### config.mk
export PLATFORM = sky130hd
export DESIGN_NAME = dprf_flat
export DESIGN_NICKNAME = d
export VERILOG_FILES = /design/src/rtl/dprf_pkg.sv /design/src/rtl/dprf_if.sv /design/src/rtl/dprf_read_port.sv /design/src/rtl/dprf.sv /design/src/flat_wrapper.sv
export SDC_FILE = /design/constraint.sdc
export NUM_CORES = 1
export LEC_CHECK = 0
export BUFFER_PORTS_ARGS = -buffer_cell sky130_fd_sc_hd__clkbuf_2
export CAP_MARGIN = 20
export CORE_MARGIN = 5
export CORE_UTILIZATION = 35
export DETAILED_ROUTE_END_ITERATION = 16
export PLACE_DENSITY_LB_ADDON = 0.25
export SLEW_MARGIN = 20
export SYNTH_ARGS = -nofsm -noshare
export SYNTH_HDL_FRONTEND = slang
export SYNTH_HIERARCHICAL = 1
export SYNTH_SLANG_ARGS = --single-unit
### constraint.sdc
create_clock -name clk -period 1.9 [get_ports clk]
set_clock_uncertainty 0.1 [all_clocks]
set_input_delay 0.095 -clock clk [delete_from_list [all_inputs] [get_ports clk]]
set_output_delay 0.095 -clock clk [all_outputs]
set_load 0.03 [all_outputs]
### src/rtl/dprf_pkg.sv
// Shared constants and types for the dual-read, single-write register file.
// Optional build macro DPRF_BYPASS_EN enables write-through forwarding on reads.
package dprf_pkg;
  localparam int DATA_W   = 32;
  localparam int ADDR_W   = 4;
  // Derived so the select range always covers the array exactly.
  localparam int NUM_REGS = 1 << ADDR_W;

  typedef logic [DATA_W-1:0] reg_data_t;
  typedef logic [ADDR_W-1:0] reg_sel_t;
  typedef reg_data_t [NUM_REGS-1:0] reg_array_t;
endpackage

### src/rtl/dprf_if.sv
// Register-file access bundle: one write port and two combinational read ports.
// There is no handshake: a write with we=1 commits at the next rising clk; reads have zero latency.
interface dprf_if;
  import dprf_pkg::*;

  logic      we;
  reg_sel_t  regsel_dest;
  reg_sel_t  regsel_source0;
  reg_sel_t  regsel_source1;
  reg_data_t datain;
  reg_data_t dataout0;
  reg_data_t dataout1;

  modport master (
    output we, regsel_dest, regsel_source0, regsel_source1, datain,
    input  dataout0, dataout1
  );

  modport slave (
    input  we, regsel_dest, regsel_source0, regsel_source1, datain,
    output dataout0, dataout1
  );
endinterface

### src/rtl/dprf_read_port.sv
// One combinational read port: selects a register, optionally forwarding same-cycle write data.
// Forwarding is compiled in only when DPRF_BYPASS_EN is defined.
module dprf_read_port
  import dprf_pkg::*;
(
  input  reg_array_t regs,
  input  reg_sel_t   sel,
`ifdef DPRF_BYPASS_EN
  input  logic       wr_en,
  input  reg_sel_t   wr_sel,
  input  reg_data_t  wr_data,
`endif
  output reg_data_t  data
);

  always_comb begin
    data = regs[sel];
`ifdef DPRF_BYPASS_EN
    if (wr_en && (wr_sel == sel)) begin
      data = wr_data;
    end
`else
    data = data;
`endif
  end

endmodule

### src/rtl/dprf.sv
// 16 x 32 register file with async active-low clear, one write port and two read ports.
// Build macro DPRF_BYPASS_EN turns on write-through forwarding to the read ports.
module dprf
  import dprf_pkg::*;
(
  input  logic clk,
  input  logic reset,
  dprf_if.slave bus
);

  reg_array_t regs;
  reg_data_t  rd0;
  reg_data_t  rd1;

  // Clear is asynchronous so outputs read zero the moment reset asserts.
  always_ff @(posedge clk or negedge reset) begin
    if (!reset) begin
      regs <= '0;
    end else if (bus.we) begin
      regs[bus.regsel_dest] <= bus.datain;
    end
  end

`ifdef DPRF_BYPASS_EN
  logic wr_en;
  assign wr_en = bus.we & reset;

  dprf_read_port u_read0 (
    .regs    (regs),
    .sel     (bus.regsel_source0),
    .wr_en   (wr_en),
    .wr_sel  (bus.regsel_dest),
    .wr_data (bus.datain),
    .data    (rd0)
  );

  dprf_read_port u_read1 (
    .regs    (regs),
    .sel     (bus.regsel_source1),
    .wr_en   (wr_en),
    .wr_sel  (bus.regsel_dest),
    .wr_data (bus.datain),
    .data    (rd1)
  );
`else
  dprf_read_port u_read0 (
    .regs (regs),
    .sel  (bus.regsel_source0),
    .data (rd0)
  );

  dprf_read_port u_read1 (
    .regs (regs),
    .sel  (bus.regsel_source1),
    .data (rd1)
  );
`endif

  assign bus.dataout0 = rd0;
  assign bus.dataout1 = rd1;

endmodule

### src/flat_wrapper.sv
// flat-port wrapper written by rule: the top's interface ports become plain ports
module dprf_flat import dprf_pkg::*;
  (clk, reset, bus_we, bus_regsel_dest, bus_regsel_source0, bus_regsel_source1, bus_datain, bus_dataout0, bus_dataout1);
  dprf_if bus_i ();
  input  logic clk;
  input  logic reset;
  input wire logic [$bits(bus_i.we)-1:0] bus_we;
  input wire logic [$bits(bus_i.regsel_dest)-1:0] bus_regsel_dest;
  input wire logic [$bits(bus_i.regsel_source0)-1:0] bus_regsel_source0;
  input wire logic [$bits(bus_i.regsel_source1)-1:0] bus_regsel_source1;
  input wire logic [$bits(bus_i.datain)-1:0] bus_datain;
  output wire logic [$bits(bus_i.dataout0)-1:0] bus_dataout0;
  output wire logic [$bits(bus_i.dataout1)-1:0] bus_dataout1;
  assign bus_i.we = bus_we;
  assign bus_i.regsel_dest = bus_regsel_dest;
  assign bus_i.regsel_source0 = bus_regsel_source0;
  assign bus_i.regsel_source1 = bus_regsel_source1;
  assign bus_i.datain = bus_datain;
  assign bus_dataout0 = bus_i.dataout0;
  assign bus_dataout1 = bus_i.dataout1;
  dprf u_core (.clk(clk), .reset(reset), .bus(bus_i));
endmodule
==> impl_metrics.ini, run 1 <==
[status]
outcome = complete, but fails checks
violations = setup timing

[synth]
synthTopCellsByArea = dfrtp_1 48%, mux4_2 22%, mux2_2 21%
netlist_instances = 1675
synth.distinct_cells = 20
synthArstFlopShare = 1.000
seq_area_frac_synth = 0.4828
synth_warnings = 6
synth_largest_area_cell = dfrtp_1
synth_flop_cell = dfrtp_1
synth_edf_count = 0
synth_top_area_frac = 0.4828
ys_ff_latch = 512
yosys-top-cells-count = 512 x dfrtp_1, 502 x mux2_2, 256 x mux4_2
yosys.cell_count.top_type = dfrtp_1
syn-num-nets = 1722
syn_area_per_cell_um2 = 15.84
syn_area_um2 = 26540

[grt]
global_route.usage.total = 0.1979
grt_overflow_total = 0
antenna_found_initial = 2
grt_pass1_vias = 18370
grt_max_degree = 71
grt_pass1_wl_mm = 122.5

[sta]
relSlewSlack = 0.6208
holdWs_ps = 110.9
fmax_ghz = 0.4487
rsz0062_at_grt = yes
setup_viol = 64
fin_ws_ps = -328.7
drv_slew = 0
worstMarginPinSlew_ps = 568.8
hold_viol_final = 0
layout_min_cycle_time_ps = 2229
finalCritPeriodShare = 1.173

[place]
hpwlAfterDp_mm = 48.80
dpl.cell_count = 2700
dp_slack_ps = -27.61
placed_area_um2 = 29350
port_buffers = 110
gp_congestion = 0.7548

[run]
maxCapViolCount = 0

[floorplanning]
pin_count = 111
core-area_um2 = 75570
die-area_um2 = 81430
die_y_um = 285.4
die_x_um = 285.4
start_util = 0.3512
rows = 101

[detailed_routing]
drtIter0Drc = 994
postRouteAntennaNets = 0
wire_per_inst_um = 28.34
wirelength_mm = 80.78
vias = 16550
first_pass_iters = 5
drc = 0
detail_route.vias_per_cell = 5.806

[setup_path]
worstSetupStartpointType = register
cp_data_required_time_ps = 1700
worstRegToRegCells = 3
critPathCaptureType = output port
crit_path_max_fanout = 3
r2r-end = u_core/regs[377]
cp-startpoint = u_core/regs[377]
critical_path.endpoint = bus_dataout0[25]
crit_arrival_ps = 2030
path_class = reg -> out
r2r_slack_ps = 790
r2r_start = u_core/regs[377]

[cells_and_area]
regMostFlops = u_core/regs
reg_top3 = u_core/regs: 512 flops
area_growth_pct = 24.37
fin_nets = 1871
postLayoutCoreUtil = 0.4368
largest_reg_flops = 512
drive_above_1_share = 0.6818
instances_no_fill = 2850
fin_area_um2 = 33010

[power]
powerDensity_nw_per_um2 = 1102
p_leak_nw = 13.38
ir_worst_vdd_uv = 667.2

[cts]
clk_pin_slew_worst_paths_ps = 60
htreeDepth = 2
clk_latency_ps = 610
numCtsBuffers = 55
ctsLongestPathBuffers = 3
root_buffer = clkbuf_16
tritoncts = built
cts.sinks = 512

[hold_path]
hold_path_class = in -> async
-- metal layers --
metal  share of wire  routed length [um]  GRT usage
met5               0                   0          0
met4           0.028                2294    0.06076
met3           0.039                3190    0.02966
met2            0.49               39590     0.3240
met1            0.44               35710     0.2746
-- where the power goes --
part | internal (mW) | switching (mW) | total [mW]
Sequential | 13.5 | 1.83 | 15.3
Combinational | 5.91 | 4.07 | 9.99
Clock | 6.51 | 4.57 | 11.1
Total | 25.9 | 10.5 | 36.4
-- worst max-delay path, stage by stage, from the launching register on --
cell     delay (ps)
dfrtp_1         390
mux4_2          490
a22oi_2         250
nand2_2         130
buf_8           160
-- cell families after synthesis --
kind of cell	synth area share
mux	0.4345
flops	0.4828
buf+inv	0.03093
compound gates	0.03621
simple gates	0.01560
-- per-stage QoR --
stage          total power, mW  setup TNS (ps)
6_report                 36.37          -15860
5_1_grt                  38.03          -19990
4_1_cts                  36.33          -18710
3_5_place_dp             23.99          -85.61
3_3_place_gp             23.56          -96.81
2_1_floorplan            21.16               0
-- cell usage in the layout (no fill, tap or decap), types with 10 or more instances in the layout --
master | Yosys | routed
a22oi_2 | 0 | 119
mux2_2 | 502 | 502
clkbuf_2 | 0 | 41
mux2_1 | 10 | 10
clkbuf_1 | 71 | 11
mux4_2 | 256 | 256
nand2_2 | 0 | 53
nor2_4 | 0 | 11
buf_4 | 22 | 49
dlygate4sd3_1 | 0 | 33
nand2_1 | 66 | 13
clkbuf_8 | 0 | 31
buf_8 | 0 | 56
dfrtp_1 | 512 | 512
clkbuf_16 | 0 | 55
buf_12 | 0 | 71
-- worst min path at each step --
stage | from | slack (ps) | to | depth (start not counted)
3_5_place_dp | reset | -40 | u_core/regs[497] | 1
4_1_cts | reset | 90 | u_core/regs[497] | 3
6_report | reset | 110 | u_core/regs[245] | 3
5_1_grt | reset | 110 | u_core/regs[478] | 3
2_1_floorplan | reset | -300 | u_core/regs[0] | 0
3_3_place_gp | reset | -50 | u_core/regs[497] | 1
-- area by class of cell --
class | instances | area (um2)
sequential | 512 | 12810
multi-input combinational | 992 | 13760
fill | 6687 | 42560
clock buffer | 86 | 1693
timing repair buffer | 263 | 3339
antenna | 2 | 5.005
tap | 978 | 1224
clock inverter | 17 | 176.4
-- what timing repair did --
action / CTS / global route
hold endpoints to repair: 1024 / 0
pin swaps: 137 / 31
hold buffers: 34 / 0
gates resized for setup: 259 / 93
setup endpoints to repair: 64 / 64
setup buffers: 4 / 7
(Power assumes the default switching activity.)
==> run 2, diff against run 1 <==
Clock period 1.9 ns to 2.5 ns, I/O delays scaled along.
==> impl_metrics.ini, run 2 (synthesis gave the netlist of run 1 again) <==
[status]
outcome = finished clean

[cells_and_area]
mostFrequentLayoutCells = 512 x dfrtp_1, 502 x mux2_2, 256 x mux4_2
fin_nets = 1832
final_common_cell = dfrtp_1
drive_above_1_share = 0.5786
regMostFlops = u_core/regs
area_growth_pct = 17.29
largest_reg_flops = 512
nFillCells = 6823
reg_top3 = u_core/regs: 512 flops

[setup_path]
path_class = reg -> out
worstSetupStartpointType = register
critPathCaptureType = output port
cp_data_required_time_ps = 2280
crit_path_max_fanout = 3
crit_arrival_ps = 2140

[floorplanning]
die-area_um2 = 81430
pin_count = 111
die_y_um = 285.4
start_util = 0.3512
core-area_um2 = 75570
rows = 101
die_x_um = 285.4

[detailed_routing]
m1WireLength_mm = 34.04
wl_met3_mm = 4.628
postRouteAntennaNets = 0
wl_met2_mm = 38.04
vias = 16330
drtIter0Drc = 1100
drc = 0
wire_per_inst_um = 27.86
detail_route.vias_per_cell = 5.809
highest_layer = met4
first_pass_iters = 5
wirelength_mm = 78.31

[grt]
antenna_found_initial = 1
grt_overflow_total = 0
grt_pass1_wl_mm = 119.7
grt_pass1_vias = 17880
global_route.usage.total = 0.1932
grt_max_degree = 68

[sta]
setup_viol = 0
layout_min_cycle_time_ps = 2367
finalCritPeriodShare = 0.9467
rsz0062_at_grt = no
fmax_ghz = 0.4225
hold_viol_final = 0
worstMarginPinSlew_ps = 546.1
holdWs_ps = 225.1
relSlewSlack = 0.6359
drv_slew = 0
final.setup.tns_ps = 0

[cts]
htreeDepth = 2
clk_pin_slew_worst_paths_ps = 60
numCtsBuffers = 58
tritoncts = built
root_buffer = clkbuf_16
post_cts.repair.setup_buffers = 0
ctsLongestPathBuffers = 3
clk_latency_ps = 620
cts.sinks = 512

[place]
port_buffers = 110
hpwlAfterDp_mm = 44.75
gp_congestion = 0.7337

[power]
ir_worst_vdd_uv = 520.9
p_leak_nw = 12.91
powerDensity_nw_per_um2 = 859.4

[hold_path]
hold_path_class = in -> reg

[run]
maxCapViolCount = 0
## run 2: cell count changes in the layout (fill, tap and decap cells not counted), sizes merged
| cell | previous run | this run |
|---|---|---|
| diode | 2 | 1 |
| clkinv | 9 | 7 |
| buf | 178 | 82 |
| bufinv | 3 | 5 |
| inv | 3 | 2 |
| clkbuf | 138 | 196 |
| dlygate4sd3 | 33 | 34 |
## run 2: metal layers
layer  vias up  global-route usage
met5         -                   0
met4         0             0.04226
met3       115             0.03597
met2       486              0.3151
met1      8937              0.2721
li1       6791                   -
## run 2: stage by stage
step / std cells / setup slack, ps / total power, mW / utilization / area, um2
2_1_floorplan: 1675 / 842.2 / 16.09 / - / 26540
3_3_place_gp: 2668 / 332.1 / 17.79 / 0.3810 / 28800
3_5_place_dp: 2668 / 344.8 / 18.10 / 0.3810 / 28800
4_1_cts: 2810 / 15.82 / 27.02 / 0.4118 / 31120
5_1_grt: 2811 / 40.97 / 28.06 / 0.4119 / 31130
6_report: 2811 / 133.1 / 26.75 / 0.4119 / 31130
## run 2: power breakdown
part | internal, mW | total, mW | switching (mW)
Sequential | 10.2 | 11.6 | 1.36
Clock | 5.26 | 8.77 | 3.51
Combinational | 3.69 | 6.38 | 2.69
Total | 19.2 | 26.8 | 7.57
## run 2: final cells by class
type | instances | area, um2 | area share
Sequential cell | 512 | 12810 | 0.4116
Timing Repair Buffer | 221 | 2087 | 0.06705
Multi-Input combinational cell | 992 | 13040 | 0.4188
Clock inverter | 16 | 229.0 | 0.007356
Clock buffer | 91 | 1735 | 0.05575
Antenna cell | 1 | 2.502 | 0.00008039
Tap cell | 978 | 1224 | 0.03931
## run 2: timing repair
item	in CTS	in global routing
endpoints found under the setup margin	0	1
endpoints found under the hold margin	1024	0
resized for setup	0	1
hold buffers	35	0
## run 2: critical path: stages (launching register included)
cell      delay (ps)
dfrtp_1          390
mux4_2           480
a22oi_1          290
nand2_1          160
clkbuf_2         210
## run 2: final timing paths
check / cells after the start / slack, ps / to / from
worst max-delay path: 4 / 130 / bus_dataout0[26] / u_core/regs[378]
worst min-delay path: 5 / 230 / u_core/regs[87] / bus_regsel_dest[3]
worst max register to register: 1 / 1580 / u_core/regs[70] / u_core/regs[70]
worst min register to register: 1 / 410 / u_core/regs[267] / u_core/regs[267]
max in group asynchronous: 4 / 1060 / u_core/regs[422] / reset
min in group asynchronous: 3 / 490 / u_core/regs[118] / reset
==> run 3, diff against run 2 <==
Settings changed: HOLD_SLACK_MARGIN set to 0.1.
Clock period 2.5 ns to 2.1 ns, I/O delays scaled along.
==> impl_metrics.ini, run 3 (synthesis gave the netlist of run 1 again) <==
[cts]
numCtsBuffers = 56
cts.sinks = 512
htreeDepth = 2
root_buffer = clkbuf_16
ctsLongestPathBuffers = 3
tritoncts = built
clk_pin_slew_worst_paths_ps = 60
clk_latency_ps = 600

[floorplanning]
pin_count = 111
rows = 101
die_y_um = 285.4
start_util = 0.3512
core-area_um2 = 75570
die-area_um2 = 81430
die_x_um = 285.4

[grt]
grtUsageMet3 = 0.02966
global_route.usage.total = 0.1952
grt_overflow_total = 0
grt_most_used_layer = met2
use_met1 = 0.2694
grt_max_degree = 81
grt_pass1_vias = 18050
grtUsageMet2 = 0.3246
grt_pass1_wl_mm = 120.4
antenna_found_initial = 3

[setup_path]
path_class = reg -> out
crit_arrival_ps = 2090
r2r_slack_ps = 1000
max_stage_delay_ps = 490
r2r-end = u_core/regs[383]
worstRegToRegCells = 3
cp_slowest_cell = mux4_2
worstSetupStartpointType = register
r2r_start = u_core/regs[383]
cp_data_required_time_ps = 1890
crit_path_max_fanout = 3
path_cells = mux4_2, a22oi_2, nand2_2, buf_8
critPathCaptureType = output port

[place]
gp_congestion = 0.7431
hpwlAfterDp_mm = 45.27
placed_area_um2 = 28930
dp_slack_ps = 132.8
port_buffers = 110

[cells_and_area]
seq_area_um2 = 12810
fin_nets = 1848
drive_above_1_share = 0.6721
multiInputGateArea_um2 = 13720
postLayoutCoreUtil = 0.4298
final_common_cell = dfrtp_1
reg_top3 = u_core/regs: 512 flops
area_growth_pct = 22.39
largest_reg_flops = 512
fin_area_um2 = 32480
regMostFlops = u_core/regs
nFillCells = 6706
mostFrequentLayoutCells = 512 x dfrtp_1, 502 x mux2_2, 256 x mux4_2

[sta]
worstMarginPinSlew_ps = 463.7
relSlewSlack = 0.6908
fmax_ghz = 0.4359
hold_viol_final = 0
finalCritPeriodShare = 1.092
rsz0062_at_grt = yes
setup_viol = 61
drv_slew = 0
layout_min_cycle_time_ps = 2294
fin_ws_ps = -194.1

[detailed_routing]
first_pass_iters = 4
detail_route.vias_per_cell = 5.831
wirelength_mm = 80.11
vias = 16480
drtIter0Drc = 919
postRouteAntennaNets = 0
drc = 0
wire_per_inst_um = 28.35

[power]
powerDensity_nw_per_um2 = 1003
p_leak_nw = 13.17
p_total_mw = 32.57
ir_worst_vdd_uv = 721.0

[hold_path]
hold_path_class = in -> reg
worstHoldStart = bus_regsel_dest[2]
whs_endpoint = u_core/regs[90]
min_path_cells = 6

[run]
maxCapViolCount = 0

[status]
violations = setup timing
outcome = complete, but fails checks
-- run 3: cell type report --
class | instances | area share
diodes | 3 | 0.0002311
clock buffers | 86 | 0.05250
clock inverters | 16 | 0.004160
multi-input cells | 992 | 0.4223
flip-flops and latches | 512 | 0.3944
well taps | 978 | 0.03767
repair buffers | 239 | 0.08867
-- run 3: timing repair --
action,in CTS,in global routing
hold buffers,35,0
endpoints found under the hold margin,1024,0
resized for setup,237,102
setup buffers,6,3
pin swaps,120,62
endpoints found under the setup margin,64,64
-- run 3: routing by layer --
layer,up-vias,wire [um],share of wire
met1,9117,35190,0.44
met2,451,39260,0.49
met5,-,0,0
met4,0,2015,0.025
li1,6790,-,-
met3,121,3640,0.045
-- run 3: how the worst max path moves through the flow --
stage	from	to	slack [ps]
6_report	u_core/regs[121]	bus_dataout1[25]	-190
5_1_grt	u_core/regs[121]	bus_dataout1[25]	-240
4_1_cts	u_core/regs[121]	bus_dataout1[25]	-220
3_5_place_dp	bus_regsel_source0[0]	bus_dataout0[26]	130
3_3_place_gp	bus_regsel_source0[0]	bus_dataout0[26]	120
2_1_floorplan	bus_regsel_source0[0]	bus_dataout0[17]	480
-- run 3: worst max-delay path: cells and delay by family, from the launching register on --
kind | cells | cell delay [ps]
AO/OA/AOI/OAI | 1 | 280
buffers and inverters | 1 | 160
flip-flops | 1 | 410
multiplexers | 1 | 490
AND/OR/NAND/NOR | 1 | 140
-- run 3: report_power, final --
part           leakage, nW  switching, mW  total [mW]  internal (mW)
clock network        0.914           4.09        9.89           5.80
logic                 5.98           3.63        8.86           5.23
registers             6.28           1.64        13.8           12.2
-- run 3: metrics by stage --
| step | cells | setup TNS [ps] | hold WS, ps |
|---|---|---|---|
| after floorplan | 1675 | 0 | -290.6 |
| after global placement | 2677 | 0 | -48.24 |
| after detailed placement | 2677 | 0 | -43.47 |
| after CTS | 2820 | -6843 | 211.0 |
| after global routing | 2825 | -7624 | 255.1 |
| final | 2826 | -3346 | 240.8 |
